File: config.mk
export PLATFORM = sky130hd
export DESIGN_NAME = dds_phase_acc
export DESIGN_NICKNAME = d
export VERILOG_FILES = /design/src/rtl/dds_pkg.sv /design/src/rtl/dds_lfsr.sv /design/src/rtl/dds_phase_acc.sv
export SDC_FILE = /design/constraint.sdc
export NUM_CORES = 1
export LEC_CHECK = 0
export BUFFER_PORTS_ARGS = -buffer_cell sky130_fd_sc_hd__buf_2
export CAP_MARGIN = 0
export CELL_PAD_IN_SITES_DETAIL_PLACEMENT = 1
export CELL_PAD_IN_SITES_GLOBAL_PLACEMENT = 2
export CORE_MARGIN = 5
export CORE_UTILIZATION = 37
export CTS_CLUSTER_DIAMETER = 30
export DETAILED_ROUTE_END_ITERATION = 8
export HOLD_SLACK_MARGIN = 0.1
export PLACE_DENSITY = 0.77
export SYNTH_ARGS = -nofsm -noshare
export SYNTH_HDL_FRONTEND = slang
export SYNTH_SLANG_ARGS = --single-unit
File: constraint.sdc
create_clock -name clk -period 3.09 [get_ports clk]
set_input_delay 0.4635 -clock clk [delete_from_list [all_inputs] [get_ports clk]]
set_output_delay 0.4635 -clock clk [all_outputs]
set_load 0.05 [all_outputs]
File: src/rtl/dds_pkg.sv
// rtl/dds_pkg.sv - shared types and constants for the DDS phase accumulator
package dds_pkg;

    // Default geometry: 32-bit phase, 12-bit ROM address (matches sin_rom)
    localparam int DEFAULT_PHASE_WIDTH = 32;
    localparam int DEFAULT_ADDR_WIDTH  = 12;

    // Dither LFSR: x^16 + x^15 + x^13 + x^4 + 1, right-shifting Galois form
    localparam logic [15:0] LFSR_SEED = 16'hACE1;
    localparam logic [15:0] LFSR_TAPS = 16'hD008;

    // Generator control states
    typedef enum logic [1:0] {
        IDLE  = 2'd0,
        RUN   = 2'd1,
        DRAIN = 2'd2
    } state_t;

    // One Galois step: shift right, fold the tap mask in when bit 0 falls out
    function automatic logic [15:0] lfsr_next(input logic [15:0] cur);
        return (cur >> 1) ^ (cur[0] ? LFSR_TAPS : 16'h0000);
    endfunction

endpackage

File: src/rtl/dds_lfsr.sv
// rtl/dds_lfsr.sv - 16-bit Galois LFSR used as phase dither source
module dds_lfsr
    import dds_pkg::*;
(
    input  logic        clk,
    input  logic        rst,
    input  logic        en_i,
    output logic [15:0] lfsr_o
);

    logic [15:0] lfsr_q;
    logic [15:0] lfsr_d;

    // Advance only while enabled so the sequence is frozen between bursts
    always_comb begin
        lfsr_d = lfsr_q;
        if (en_i) begin
            lfsr_d = lfsr_next(lfsr_q);
        end
    end

    // State register; reseeded on reset so the dither sequence is repeatable
    always_ff @(posedge clk) begin
        if (rst) begin
            lfsr_q <= LFSR_SEED;
        end else begin
            lfsr_q <= lfsr_d;
        end
    end

    assign lfsr_o = lfsr_q;

endmodule

File: src/rtl/dds_phase_acc.sv
// rtl/dds_phase_acc.sv - DDS phase accumulator / sin_rom address generator (optional PHASE_DITHER_EN)
module dds_phase_acc
    import dds_pkg::*;
#(
    parameter int PHASE_WIDTH = DEFAULT_PHASE_WIDTH,
    parameter int ADDR_WIDTH  = DEFAULT_ADDR_WIDTH
) (
    input  logic                   clk,
    input  logic                   rst,
    input  logic                   start,
    input  logic                   stop,
    input  logic                   stop_at_wrap,
    input  logic                   cfg_wr,
    input  logic [PHASE_WIDTH-1:0] cfg_fword,
    input  logic [PHASE_WIDTH-1:0] cfg_pword,
    input  logic                   cfg_sync,
    output logic                   cfg_busy,
    output logic [ADDR_WIDTH-1:0]  addr,
    output logic                   addr_vld,
    output logic                   wrap,
    output logic                   running
);

    state_t                 state_q,     state_d;
    logic [PHASE_WIDTH-1:0] acc_q,       acc_d;
    logic [PHASE_WIDTH-1:0] fword_act_q, fword_act_d;
    logic [PHASE_WIDTH-1:0] pword_act_q, pword_act_d;
    logic [PHASE_WIDTH-1:0] fword_shd_q, fword_shd_d;
    logic [PHASE_WIDTH-1:0] pword_shd_q, pword_shd_d;
    logic                   pending_q,   pending_d;
    logic                   sync_q,      sync_d;
    logic [ADDR_WIDTH-1:0]  addr_q,      addr_d;
    logic                   addr_vld_q,  addr_vld_d;
    logic                   wrap_q,      wrap_d;

    logic                   active;
    logic [PHASE_WIDTH:0]   acc_sum;
    logic                   carry;
    logic [PHASE_WIDTH-1:0] phase_out;

    // Generating whenever not idle; this also gates the output stage
    assign active  = (state_q != IDLE);

    // One extra bit on the add exposes the period-wrap carry
    assign acc_sum = {1'b0, acc_q} + {1'b0, fword_act_q};
    assign carry   = acc_sum[PHASE_WIDTH];

`ifdef PHASE_DITHER_EN
    // Only the bits that truncation throws away get dithered, capped at the LFSR width
    localparam int DITHER_BITS = ((PHASE_WIDTH - ADDR_WIDTH) < 16) ?
                                 (PHASE_WIDTH - ADDR_WIDTH) : 16;

    logic [15:0]            lfsr;
    logic [PHASE_WIDTH-1:0] dither;

    dds_lfsr u_lfsr (
        .clk    (clk),
        .rst    (rst),
        .en_i   (active),
        .lfsr_o (lfsr)
    );

    if (DITHER_BITS > 0) begin : g_dither
        assign dither = PHASE_WIDTH'(lfsr[DITHER_BITS-1:0]);
    end else begin : g_no_dither
        assign dither = '0;
    end

    assign phase_out = acc_q + pword_act_q + dither;
`else
    assign phase_out = acc_q + pword_act_q;
`endif

    // Next-state: control FSM, config double-buffer and registered output stage
    always_comb begin
        state_d     = state_q;
        acc_d       = acc_q;
        fword_act_d = fword_act_q;
        pword_act_d = pword_act_q;
        fword_shd_d = fword_shd_q;
        pword_shd_d = pword_shd_q;
        pending_d   = pending_q;
        sync_d      = sync_q;
        addr_d      = addr_q;
        addr_vld_d  = 1'b0;
        wrap_d      = 1'b0;

        case (state_q)
            IDLE: begin
                // stop is meaningless here, so start always wins a tie
                if (start) begin
                    state_d = RUN;
                    acc_d   = '0;
                end
            end
            RUN: begin
                acc_d = acc_sum[PHASE_WIDTH-1:0];
                if (stop) begin
                    state_d = stop_at_wrap ? DRAIN : IDLE;
                end
            end
            DRAIN: begin
                // Finish the current period; the carrying sample is the last one
                acc_d = acc_sum[PHASE_WIDTH-1:0];
                if (carry) begin
                    state_d = IDLE;
                end
            end
            default: begin
                state_d = IDLE;
            end
        endcase

        // Apply shadow: at once when idle or unsynchronised, else on the carry edge.
        // On that carry edge the accumulate above still uses the old fword.
        if (pending_q && (!active || !sync_q || carry)) begin
            fword_act_d = fword_shd_q;
            pword_act_d = pword_shd_q;
            pending_d   = 1'b0;
        end

        // A new write always re-arms, even if an older value applies on this edge
        if (cfg_wr) begin
            fword_shd_d = cfg_fword;
            pword_shd_d = cfg_pword;
            pending_d   = 1'b1;
            sync_d      = cfg_sync;
        end

        // Output sample reflects the accumulator value before this edge's step
        if (active) begin
            addr_d     = phase_out[PHASE_WIDTH-1 -: ADDR_WIDTH];
            addr_vld_d = 1'b1;
            wrap_d     = carry;
        end
    end

    // State registers with synchronous reset
    always_ff @(posedge clk) begin
        if (rst) begin
            state_q     <= IDLE;
            acc_q       <= '0;
            fword_act_q <= '0;
            pword_act_q <= '0;
            fword_shd_q <= '0;
            pword_shd_q <= '0;
            pending_q   <= 1'b0;
            sync_q      <= 1'b0;
            addr_q      <= '0;
            addr_vld_q  <= 1'b0;
            wrap_q      <= 1'b0;
        end else begin
            state_q     <= state_d;
            acc_q       <= acc_d;
            fword_act_q <= fword_act_d;
            pword_act_q <= pword_act_d;
            fword_shd_q <= fword_shd_d;
            pword_shd_q <= pword_shd_d;
            pending_q   <= pending_d;
            sync_q      <= sync_d;
            addr_q      <= addr_d;
            addr_vld_q  <= addr_vld_d;
            wrap_q      <= wrap_d;
        end
    end

    assign addr     = addr_q;
    assign addr_vld = addr_vld_q;
    assign wrap     = wrap_q;
    assign cfg_busy = pending_q;
    assign running  = active;

endmodule

# Yosys cells after proc, flatten, opt, wreduce, memory -nomap -nowiden

Cells that the tools add are included.

Bits in registers: 178
Latch bits: 0
Memory bits (writable): 0
ROM bits: 0
Input bits: 71
Output and inout bits: 16
Word-level logic and storage cells: 42
Memories kept: 0

$add $sub $neg: 2
Multipliers: 0
Divide/modulo/power cells: 0
Order comparisons: 0
Eq/ne operators: 5
Shift-type cells: 0
Mux-type cells: 10
Bitwise logic cells: 1
Reductions and logical operators: 13

Operators by type and width:

| operator                                             | count |
|---|---|
| one-hot mux 32 bit (2 select lines)                  | 1 |
| adder 32 x 32 -> 33 bit                              | 1 |
| adder 32 bit                                         | 1 |
| two-way mux 32 bit                                   | 1 |
| two-way mux 2 bit                                    | 4 |
| != test 2 bit (second input constant)                | 3 |
| one-hot mux 2 bit (3 select lines)                   | 1 |
| nonzero test 2 bit                                   | 3 |
| OR reduction 2 bit                                   | 2 |
| two-way mux 1 bit                                    | 3 |
| AND reduction 3 bit                                  | 1 |
| equality test 2 x 1 -> 1 bit (second input constant) | 1 |
| equality test 2 bit (second input constant)          | 1 |
| logical NOT 1 bit                                    | 2 |
| logical NOT 2 bit                                    | 1 |
| logical OR 1 bit                                     | 2 |
| AND reduction 2 bit                                  | 1 |
| logical AND 1 bit                                    | 1 |
| NOT 1 bit                                            | 1 |

# Longest topological paths before layout

Gate-level depths: netlist of the first run.

Depth after elaboration: 7
Gate-level depth with buffers: 12
Depth with buffers taken out: 10

# Least setup slack after synthesis of the first run

No wires, ideal clock.

Kind: register to register
From: register acc_q[0]
To: register fword_act_q[0]
Setup time: 0.072 ns
Arrival: 2.381 ns
Required time: 3.018 ns
Setup slack: 0.637 ns
Cell stages (with the launch flop): 13
Buffers on the path: 2
Clock period less this slack: 2.453 ns
Cells stage by stage: dfxtp_1 > ha_1 > fa_1 > a21oi_1 > o21ai_2 > o22ai_2 > o31a_1 > a21oi_2 > o21ai_2 > a21boi_1 > buf_4 > buf_6 > mux2i_1

Cells in the longest elaborated chain, start to end: 3

Ends and longest elaborated chain:

| item                     | RTL line             | source |
|---|---|---|
| start: declaration       | dds_phase_acc.sv:25  | `logic [PHASE_WIDTH-1:0] acc_q, acc_d;` |
| start signal: assignment | dds_phase_acc.sv:142 | `acc_q <= '0;` |
| start signal: assignment | dds_phase_acc.sv:154 | `acc_q <= acc_d;` |
| adder 32 x 32 -> 33 bit  | dds_phase_acc.sv:45  | `assign acc_sum = {1'b0, acc_q} + {1'b0, fword_act_q};` |
| logical OR 1 bit         | dds_phase_acc.sv:116 | `if (pending_q && (!active \|\| !sync_q \|\| carry)) begin` |
| logical AND 1 bit        | dds_phase_acc.sv:116 |  |
| end signal: assignment   | dds_phase_acc.sv:155 | `fword_act_q <= fword_act_d;` |
| end: declaration         | dds_phase_acc.sv:26  | `logic [PHASE_WIDTH-1:0] fword_act_q, fword_act_d;` |

No other way between the ends.
A chain may end at the register's enable or synchronous reset.

# Worst setup path in the final report of the first run

From: register acc_q[0]
To: register fword_act_q[12]

Same word-level chain as after synthesis.

==> impl_metrics.tcl, run 1 <==
set metrics [dict create \
    fin_tns_setup_ns 0 \
    synth_area_sq_um 9249 \
    nets 1219 \
    grt_pass1_wl_mm 39.79 \
    clkTransAtPathRegs_ns 0.07 \
    insertion_delay_ns 0.43 \
    initial_core_util_pct 37.81 \
    max_freq_ghz 0.3501 \
    ys.flop_type "dfxtp_1" \
    hold_class "primary input to flop" \
    wl_mm 23.82 \
    crit_top_cell "o21ai_2" \
    n_fill_cell 2851 \
    layout_common_cells "178 x dfxtp_1, 166 x nand2_1, 135 x mux2i_1, 106 x nor2_1, 85 x buf_2" \
    finalCritPeriodShare_pct 92.45 \
    crit_required_ns 3.44 \
    min_to "pword_shd_q[24]$_SDFFE_PP0P_" \
    cts_buffers 17 \
    fin_util_pct 43.52 \
    crit_path_cell_trace "ha_1 > fa_1 > a21oi_1 > o21ai_2 > o22ai_2 > o31a_1 > a21oi_2 > o21ai_2 > a21boi_4 > buf_4 > buf_12 > mux2i_1" \
    htreeDepth 4 \
    rows 57 \
    p_leak_nw 4.748 \
    grt_pass1_vias 7872 \
    io_pins 87 \
    worstPathMaxFanout 24 \
    rr_worst_depth 12 \
    ir_drop_uv 336.1 \
    syn_nets 1146 \
    yosysWarnings 0 \
    syn2layout_area_growth_pct 15.11 \
    track_usage_pct 17.09 \
    timing.rr.start "acc_q[0]$_SDFFE_PP0P_" \
    syn_inst 1009 \
    vias_per_cell 5.183 \
    status "complete, no violations" \
    rrSetupSlack_ns 0.23 \
    diodes 0 \
    maxSlewHeadroom_pct 45.59 \
    drv_slew 0 \
    placeableCoreArea_sq_um 24460 \
    antenna_found_initial 0 \
    die_x_um 168.1 \
    ys_seq_area_share_pct 38.53 \
    hold_start "cfg_pword[24]" \
    cpMaxStageDelayCell "dfxtp_1" \
    drive_gt1_share_pct 14.81 \
    synth.largest_area_cell "dfxtp_1" \
    layout_commonest_cell "dfxtp_1" \
    drc_errors 0 \
    cts_tree "built" \
    clock_sinks 178 \
    path_delay_family "compound AO/OA/AOI/OAI gates" \
    cts_hold_buf 0 \
    drtIter0Drc 264 \
    syn_avg_cell_area_sq_um 9.166 \
    synth_area_leaders "dfxtp_1 39%, mux2i_1 15%, ha_1 8.8%" \
    regToRegEndpoint "fword_act_q[12]$_SDFFE_PP0P_" \
    grt_setup_unrepaired "no" \
    die_area_sq_um 28260 \
    ant_nets 0 \
    fin_skew_ns 0.01223 \
    clk_path_buf_depth 2 \
    drtPass1Iterations 6 \
    crit_path_start_kind "flop" \
    synth_seq_cells 178 \
    overflow 0 \
    async_flop_share_pct 0 \
    maxCapViolCount 0 \
    end_kind "flop" \
    hold_depth 3 \
    numPortBuffers 86 \
    finalHoldViolations 0 \
    critPathMaxStageDelay_ns 0.37 \
    worstPathArrival_ns 3.21 \
    vias 7350 \
    path_buf_inv 2 \
    p_per_area_nw_per_um2 512.2 \
    placed_cells 1384 \
    dp_hpwl_mm 17.79 \
    final_cells 1418 \
    period_needed_ns 2.857 \
    synth_top_area_share_pct 38.53 \
    tightest_slew_ns 0.7956 \
    place_congestion 0.8452 \
    grt_max_degree 76 \
    synth_edf_count 0 \
    cts-root-buf "clkbuf_16" \
    setup_viol 0 \
    drt-wirelength-per-cell_um 16.80 \
    yosysUniqueCellTypes 76 \
    critPathKind "flop to flop" \
    die_h_um 168.1 \
]
==> cell type report <==
cell class                 instances  area, sq um  area share [%]
multi-input combinational        763         5398           50.70
tap                              324        405.4           3.808
clock buffer                      18        439.2           4.125
clock inverter                    13        123.9           1.163
sequential                       178         3563           33.47
timing repair buffer             105        650.6           6.111
inverter                          17        66.31          0.6229
==> synthesized netlist by cell type, drive strengths merged, types with 10 or more instances <==
cell type	number
dfxtp	178
nand2	166
mux2i	135
nor2	106
ha	65
clkbuf	43
a21oi	36
a21o	23
o21ai	23
xnor2	21
a22o	19
inv	17
xor2	10
==> worst max path at each step <==
stage,start,slack (ns),depth (start not counted),to
3_3_place_gp,acc_q[25]$_SDFFE_PP0P_,0.21,10,fword_act_q[4]$_SDFFE_PP0P_
3_5_place_dp,acc_q[25]$_SDFFE_PP0P_,0.11,10,pword_act_q[9]$_SDFFE_PP0P_
5_1_grt,acc_q[0]$_SDFFE_PP0P_,0.006,12,fword_act_q[19]$_SDFFE_PP0P_
6_report,acc_q[0]$_SDFFE_PP0P_,0.23,12,fword_act_q[12]$_SDFFE_PP0P_
4_1_cts,acc_q[25]$_SDFFE_PP0P_,0.07,10,fword_act_q[12]$_SDFFE_PP0P_
2_1_floorplan,acc_q[0]$_SDFFE_PP0P_,0.64,12,fword_act_q[0]$_SDFFE_PP0P_
==> routing by layer <==
metal / routed length, um / GRT usage (%) / share of wire, %
met1: 10820 / 21.52 / 45
met2: 11790 / 29.72 / 49
met3: 676 / 2.767 / 2.8
met4: 540 / 5.822 / 2.3
met5: 0 / 0 / 0
==> worst register-to-register path: cells and delay by family (launching register included) <==
kind,cells,cell delay (ns)
AOI/OAI and AO/OA,7,1.39
adders and majority gates,2,0.44
buffers and inverters,2,0.37
DFF,1,0.37
muxes,1,0.24
==> sequential cells by signal (all words and copies together), names as in the netlist <==
register     count
acc_q           32
addr            12
addr_vld         1
cfg_busy         1
fword_act_q     32
fword_shd_q     32
pword_act_q     32
pword_shd_q     32
state_q          2
sync_q           1
wrap             1
==> power by group <==
part,switching (mW),internal (mW)
sequential,0.0659,2.40
clock,0.986,1.14
combinational,0.554,0.310
total,1.61,3.85
==> cells by family after synthesis <==
family / share of synthesized area (%)
AND/OR/NAND/NOR: 15.79
multiplexers: 14.61
flip-flops: 38.53
adder cells (fa/ha/maj): 9.010
XOR/XNOR: 2.936
buffers and inverters: 3.287
AO/OA/AOI/OAI: 15.84
==> through the flow <==
step	area [sq um]	power (mW)	worst slack, ns	hold slack, ns
5_1_grt	10650	5.706	0.005856	0.2613
2_1_floorplan	9249	3.083	0.6371	0.4354
6_report	10650	5.453	0.2333	0.2627
3_3_place_gp	10060	3.366	0.2060	0.4481
3_5_place_dp	10060	3.385	0.1104	0.4526
4_1_cts	10620	5.532	0.06996	0.2490
==> timing repair <==
item / 4_1_cts / 5_1_grt
setup endpoints to repair: 0 / 53
gates resized for setup: 0 / 1
setup buffers: 0 / 3
Power figures use the tool's default switching activity.
==> run 2, diff against run 1 <==
Settings changed: ABC_AREA set to 1, CORE_UTILIZATION 37 to 34, PLACE_DENSITY 0.77 to 0.79.
==> impl_metrics.tcl, run 2 <==
set metrics [dict create \
    fin_skew_ns 0.01293 \
    synth_top_area_share_pct 30.99 \
    rows 67 \
    grt_pass1_vias 11250 \
    regToRegEndpoint "fword_act_q[15]$_SDFFE_PP0P_" \
    total_power_mw 7.804 \
    critPathKind "flop to flop" \
    synthTopCellsByCount "492 x nand2_1, 239 x nor2_1, 218 x inv_1" \
    crit_cells 13 \
    die_x_um 193.9 \
    die_area_sq_um 37600 \
    timing.rr.start "acc_q[0]$_SDFFE_PP0P_" \
    vias 11060 \
    p_per_area_nw_per_um2 606.1 \
    finalHoldViolations 0 \
    n_fill_cell 4420 \
    synth.most_common_cell "nand2_1" \
    nets 1968 \
    tightest_slew_ns 1.079 \
    syn_nets 1916 \
    finalCritPeriodShare_pct 88.70 \
    cts_hold_buf 0 \
    die_h_um 193.9 \
    worstSetupStartpoint "acc_q[0]$_SDFFE_PP0P_" \
    io_pins 87 \
    cts-root-buf "clkbuf_16" \
    async_flop_share_pct 0 \
    numPortBuffers 86 \
    clkTransAtPathRegs_ns 0.07 \
    ir_drop_uv 379.4 \
    initial_core_util_pct 34.38 \
    place_congestion 0.9087 \
    dp_hpwl_mm 30.72 \
    crit_path_cell_trace "ha_1 > fa_1 > nand3_1 > nand3_1 > nand2_1 > nand2_2 > nand2_2 > nand2_4 > nand2_4 > nand3_4 > buf_12 > a21oi_1 > nor2_2" \
    yosysUniqueCellTypes 36 \
    syn_inst 1779 \
    synth.largest_area_cell "dfxtp_1" \
    syn2layout_area_growth_pct 11.97 \
    synth_edf_count 0 \
    critPathMaxStageDelay_ns 0.42 \
    grt_pass1_wl_mm 62.17 \
    post_cts_buffers 0 \
    track_usage_pct 20.59 \
    synth_area_leaders "dfxtp_1 31%, nand2_1 16%, nor2_1 7.8%" \
    worstPathMaxFanout 35 \
    placeableCoreArea_sq_um 33450 \
    layout_commonest_cell "nand2_1" \
    cts_buffers 17 \
    rrSetupSlack_ns 0.35 \
    pre_cts_slack_ns 0.3459 \
    maxCapViolCount 0 \
    cpMaxStageDelayCell "fa_1" \
    drt-wirelength-per-cell_um 16.83 \
    grt_setup_unrepaired "no" \
    status "complete, no violations" \
    overflow 0 \
    drtPass1Iterations 7 \
    synth_seq_cells 178 \
    grt_max_degree 90 \
    layout_common_cells "492 x nand2_1, 239 x nor2_1, 217 x inv_1, 177 x dfxtp_1, 161 x a21oi_1" \
    fin_tns_setup_ns 0 \
    ys_seq_area_share_pct 30.99 \
    vias_per_cell 4.824 \
    clk_path_buf_depth 2 \
    fin_util_pct 38.50 \
    clock_sinks 178 \
    placed_cells 2260 \
    drive_gt1_share_pct 14.64 \
    ctsResizeCount 0 \
    end_kind "flop" \
    syn_avg_cell_area_sq_um 6.464 \
    maxSlewHeadroom_pct 27.81 \
    yosysWarnings 0 \
    setup_ws_ns 0.3492 \
    p_leak_nw 6.469 \
    insertion_delay_ns 0.44 \
    antenna_found_initial 0 \
    worstPathArrival_ns 3.07 \
    rr_worst_depth 13 \
    drtIter0Drc 598 \
    path_buf_inv 1 \
    setup_viol 0 \
    endpoint "fword_act_q[15]$_SDFFE_PP0P_" \
    synth_area_sq_um 11500 \
    drv_slew 0 \
    max_freq_ghz 0.3649 \
    drc_errors 0 \
    ys.flop_type "dfxtp_1" \
    hold_class "primary input to flop" \
    ant_nets 0 \
    final_cells 2292 \
    period_needed_ns 2.741 \
    crit_path_start_kind "flop" \
    cts_tree "built" \
    wl_mm 38.58 \
    crit_required_ns 3.42 \
    path_delay_family "simple AND/OR/NAND/NOR gates" \
    htreeDepth 4 \
    diodes 0 \
]
[run 2: cell count changes after synthesis, sizes merged, moves of 19 or more]
cell and delta:
a21o -19, a21oi +128, a22o -19, buf +25
inv +211, mux2i -135, nand2 +334, nand3 +73
nand3b +65, nor2 +185, o21ai +74, xnor2 -20
[run 2: worst min path at each step]
stage	from	to	slack (ns)	cells past startpoint
2_1_floorplan	fword_shd_q[29]$_SDFFE_PP0P_	fword_shd_q[29]$_SDFFE_PP0P_	0.43	2
3_3_place_gp	fword_shd_q[28]$_SDFFE_PP0P_	fword_shd_q[28]$_SDFFE_PP0P_	0.45	2
3_5_place_dp	fword_shd_q[29]$_SDFFE_PP0P_	fword_shd_q[29]$_SDFFE_PP0P_	0.46	2
4_1_cts	cfg_pword[29]	pword_shd_q[29]$_SDFFE_PP0P_	0.22	3
5_1_grt	cfg_fword[10]	fword_shd_q[10]$_SDFFE_PP0P_	0.24	3
6_report	cfg_fword[18]	fword_shd_q[18]$_SDFFE_PP0P_	0.24	3
[run 2: routing by layer]
| layer | up-vias | global-route usage [%] | wire [um] |
|---|---|---|---|
| li1 | 5711 | - | - |
| met1 | 5191 | 29.82 | 19890 |
| met2 | 135 | 32.94 | 17140 |
| met3 | 20 | 2.572 | 968 |
| met4 | 0 | 4.479 | 582 |
| met5 | - | 0 | 0 |
[run 2: cells by family after synthesis]
family                     count (synthesis)  synth area share [%]
xor gates and xnor gates                   1               0.07618
adders and majority gates                 66                 7.246
AOI/OAI and AO/OA                        270                 12.04
DFF                                      178                 30.99
buffers and inverters                    297                 11.23
and+or+nand+nor                          967                 38.42
[run 2: worst register-to-register path, cell delays in order, from the launching register on]
cell	delay, ns
dfxtp_1	0.35
ha_1	0.25
fa_1	0.42
nand3_1	0.11
nand3_1	0.22
nand2_1	0.15
nand2_2	0.08
nand2_2	0.09
nand2_4	0.08
nand2_4	0.09
nand3_4	0.25
buf_12	0.30
a21oi_1	0.20
nor2_2	0.06
[run 2: power by group]
| part | internal [mW] | switching (mW) | total (mW) |
|---|---|---|---|
| Clock | 1.18 | 1.07 | 2.25 |
| Sequential | 2.60 | 0.294 | 2.89 |
| Combinational | 0.835 | 1.83 | 2.66 |
| Total | 4.61 | 3.19 | 7.80 |
[run 2: area by class of cell]
cell class | instances | area [sq um] | area share (%)
Multi-Input combinational cell | 1304 | 6656 | 51.70
Sequential cell | 178 | 3567 | 27.70
Inverter | 228 | 857.1 | 6.656
Timing Repair Buffer | 102 | 638.1 | 4.956
Tap cell | 448 | 560.5 | 4.353
Clock buffer | 18 | 439.2 | 3.411
Clock inverter | 14 | 157.7 | 1.224
[run 2: stage by stage]
step | hold slack (ns) | cell area [sq um]
3_5_place_dp | 0.4628 | 12280
6_report | 0.2402 | 12880
3_3_place_gp | 0.4516 | 12280
5_1_grt | 0.2362 | 12880
4_1_cts | 0.2246 | 12880
2_1_floorplan | 0.4301 | 11500
==> run 3, diff against run 2 <==
Settings changed: ABC_AREA 1 to unset, CELL_PAD_IN_SITES_DETAIL_PLACEMENT 1 to unset, CELL_PAD_IN_SITES_GLOBAL_PLACEMENT 2 to unset, CORE_UTILIZATION 34 to 40, PLACE_DENSITY 0.79 to 0.56.
==> impl_metrics.tcl, run 3 (synthesis gave the netlist of run 1 again) <==
set metrics [dict create \
    grt_max_degree 90 \
    fin_tns_setup_ns 0 \
    initial_core_util_pct 40.73 \
    cpMaxStageDelayCell "dfxtp_1" \
    rows 55 \
    drv_slew 0 \
    regToRegEndpoint "fword_act_q[3]$_SDFFE_PP0P_" \
    dp_hpwl_mm 15.49 \
    drtPass1Iterations 5 \
    p_per_area_nw_per_um2 524.0 \
    placeableCoreArea_sq_um 22710 \
    worstPathMaxFanout 14 \
    antenna_found_initial 0 \
    cts_buffers 17 \
    worstPathArrival_ns 3.23 \
    clkTransAtPathRegs_ns 0.07 \
    grt_pass1_vias 7077 \
    rrSetupSlack_ns 0.21 \
    pre_cts_slack_ns 0.2296 \
    crit_path_start_kind "flop" \
    drt-wirelength-per-cell_um 15.65 \
    grt_setup_unrepaired "no" \
    wl_mm 21.46 \
    setup_ws_ns 0.2104 \
    clk_path_buf_depth 2 \
    die_x_um 162.1 \
    path_delay_family "compound AO/OA/AOI/OAI gates" \
    p_leak_nw 4.731 \
    hold_start "cfg_pword[26]" \
    vias 7132 \
    finalCritPeriodShare_pct 93.19 \
    crit_required_ns 3.44 \
    cts_tree "built" \
    vias_per_cell 5.202 \
    hold_depth 3 \
    timing.rr.start "acc_q[0]$_SDFFE_PP0P_" \
    place_congestion 0.8833 \
    min_to "pword_shd_q[26]$_SDFFE_PP0P_" \
    clock_sinks 178 \
    seq_area_sq_um 3563 \
    n_fill_cell 2276 \
    maxSlewHeadroom_pct 31.54 \
    drtIter0Drc 322 \
    critPathMaxStageDelay_ns 0.35 \
    diodes 0 \
    setup_viol 0 \
    htreeDepth 4 \
    insertion_delay_ns 0.42 \
    die_h_um 162.1 \
    end_kind "flop" \
    finalHoldViolations 0 \
    period_needed_ns 2.880 \
    layout_commonest_cell "dfxtp_1" \
    numPortBuffers 86 \
    layout_common_cells "178 x dfxtp_1, 166 x nand2_1, 135 x mux2i_1, 106 x nor2_1, 85 x buf_2" \
    track_usage_pct 16.46 \
    design_area_sq_um 10570 \
    cts_hold_buf 0 \
    drc_errors 0 \
    die_area_sq_um 26260 \
    ir_drop_uv 306.9 \
    crit_top_cell "o21ai_2" \
    overflow 0 \
    rr_worst_depth 11 \
    grt_pass1_wl_mm 35.18 \
    ant_nets 0 \
    tightest_slew_ns 1.027 \
    nets 1211 \
    fin_skew_ns 0.007590 \
    critPathKind "flop to flop" \
    path_buf_inv 1 \
    maxCapViolCount 0 \
    syn2layout_area_growth_pct 14.25 \
    total_power_mw 5.537 \
    placed_area_sq_um 9957 \
    hold_class "primary input to flop" \
    status "complete, no violations" \
    crit_path_cell_trace "ha_1 > fa_1 > a21oi_1 > o21ai_2 > o22ai_2 > o31a_1 > a21oi_2 > o21ai_2 > a21boi_4 > buf_4 > mux2i_1" \
    cts-root-buf "clkbuf_16" \
    io_pins 87 \
    max_freq_ghz 0.3473 \
    drive_gt1_share_pct 13.90 \
    multi_input_area_sq_um 5398 \
]
## run 3: area by class of cell
type | count | area share (%)
clock buffer | 23 | 4.523
clock inverter | 8 | 1.196
inverter | 17 | 0.6276
multi-input combinational | 763 | 51.08
sequential | 178 | 33.72
tap | 285 | 3.375
timing repair buffer | 97 | 5.471
## run 3: layer usage
metal	vias to the layer above	wire (um)	global-route usage, %
met5	-	0	0
met4	0	426	5.613
met3	22	727	3.020
met2	130	10240	28.14
met1	3269	10070	20.94
li1	3711	-	-
## run 3: what timing repair did
item | 4_1_cts | 5_1_grt
resized for setup | 0 | 1
setup buffers | 0 | 0
setup endpoints to repair | 0 | 8
## run 3: through the flow
stage / util [%] / hold slack [ns] / instances
floorplan: - / 0.4354 / 1009
global placement: 43.85 / 0.4465 / 1340
detailed placement: 43.85 / 0.4505 / 1340
CTS: 46.51 / 0.2565 / 1371
global route: 46.53 / 0.2541 / 1371
finish: 46.53 / 0.2703 / 1371
## run 3: worst max path at each step
stage                                       from                           to  slack (ns)  cells past startpoint
after floorplan            acc_q[0]$_SDFFE_PP0P_  fword_act_q[0]$_SDFFE_PP0P_        0.64                     12
after global routing       acc_q[0]$_SDFFE_PP0P_  pword_act_q[1]$_SDFFE_PP0P_        0.06                     11
after global placement    acc_q[25]$_SDFFE_PP0P_  fword_act_q[3]$_SDFFE_PP0P_        0.27                     10
final                      acc_q[0]$_SDFFE_PP0P_  fword_act_q[3]$_SDFFE_PP0P_        0.21                     11
after CTS                 acc_q[25]$_SDFFE_PP0P_  pword_act_q[1]$_SDFFE_PP0P_        0.20                     10
after detailed placement  acc_q[25]$_SDFFE_PP0P_  pword_act_q[6]$_SDFFE_PP0P_        0.23                     10
## run 3: worst reg2reg max path: cells and delay by family, from the launching register on
kind / cells / cell delay, ns
AO/OA/AOI/OAI: 7 / 1.46
adder cells (fa/ha/maj): 2 / 0.43
flip-flops: 1 / 0.35
buffers and inverters: 1 / 0.32
multiplexers: 1 / 0.23
## run 3: where the power goes
part / total, mW / switching (mW) / internal, mW
registers: 2.46 / 0.0647 / 2.40
clock network: 2.25 / 0.911 / 1.34
logic: 0.826 / 0.530 / 0.296
total: 5.54 / 1.51 / 4.03
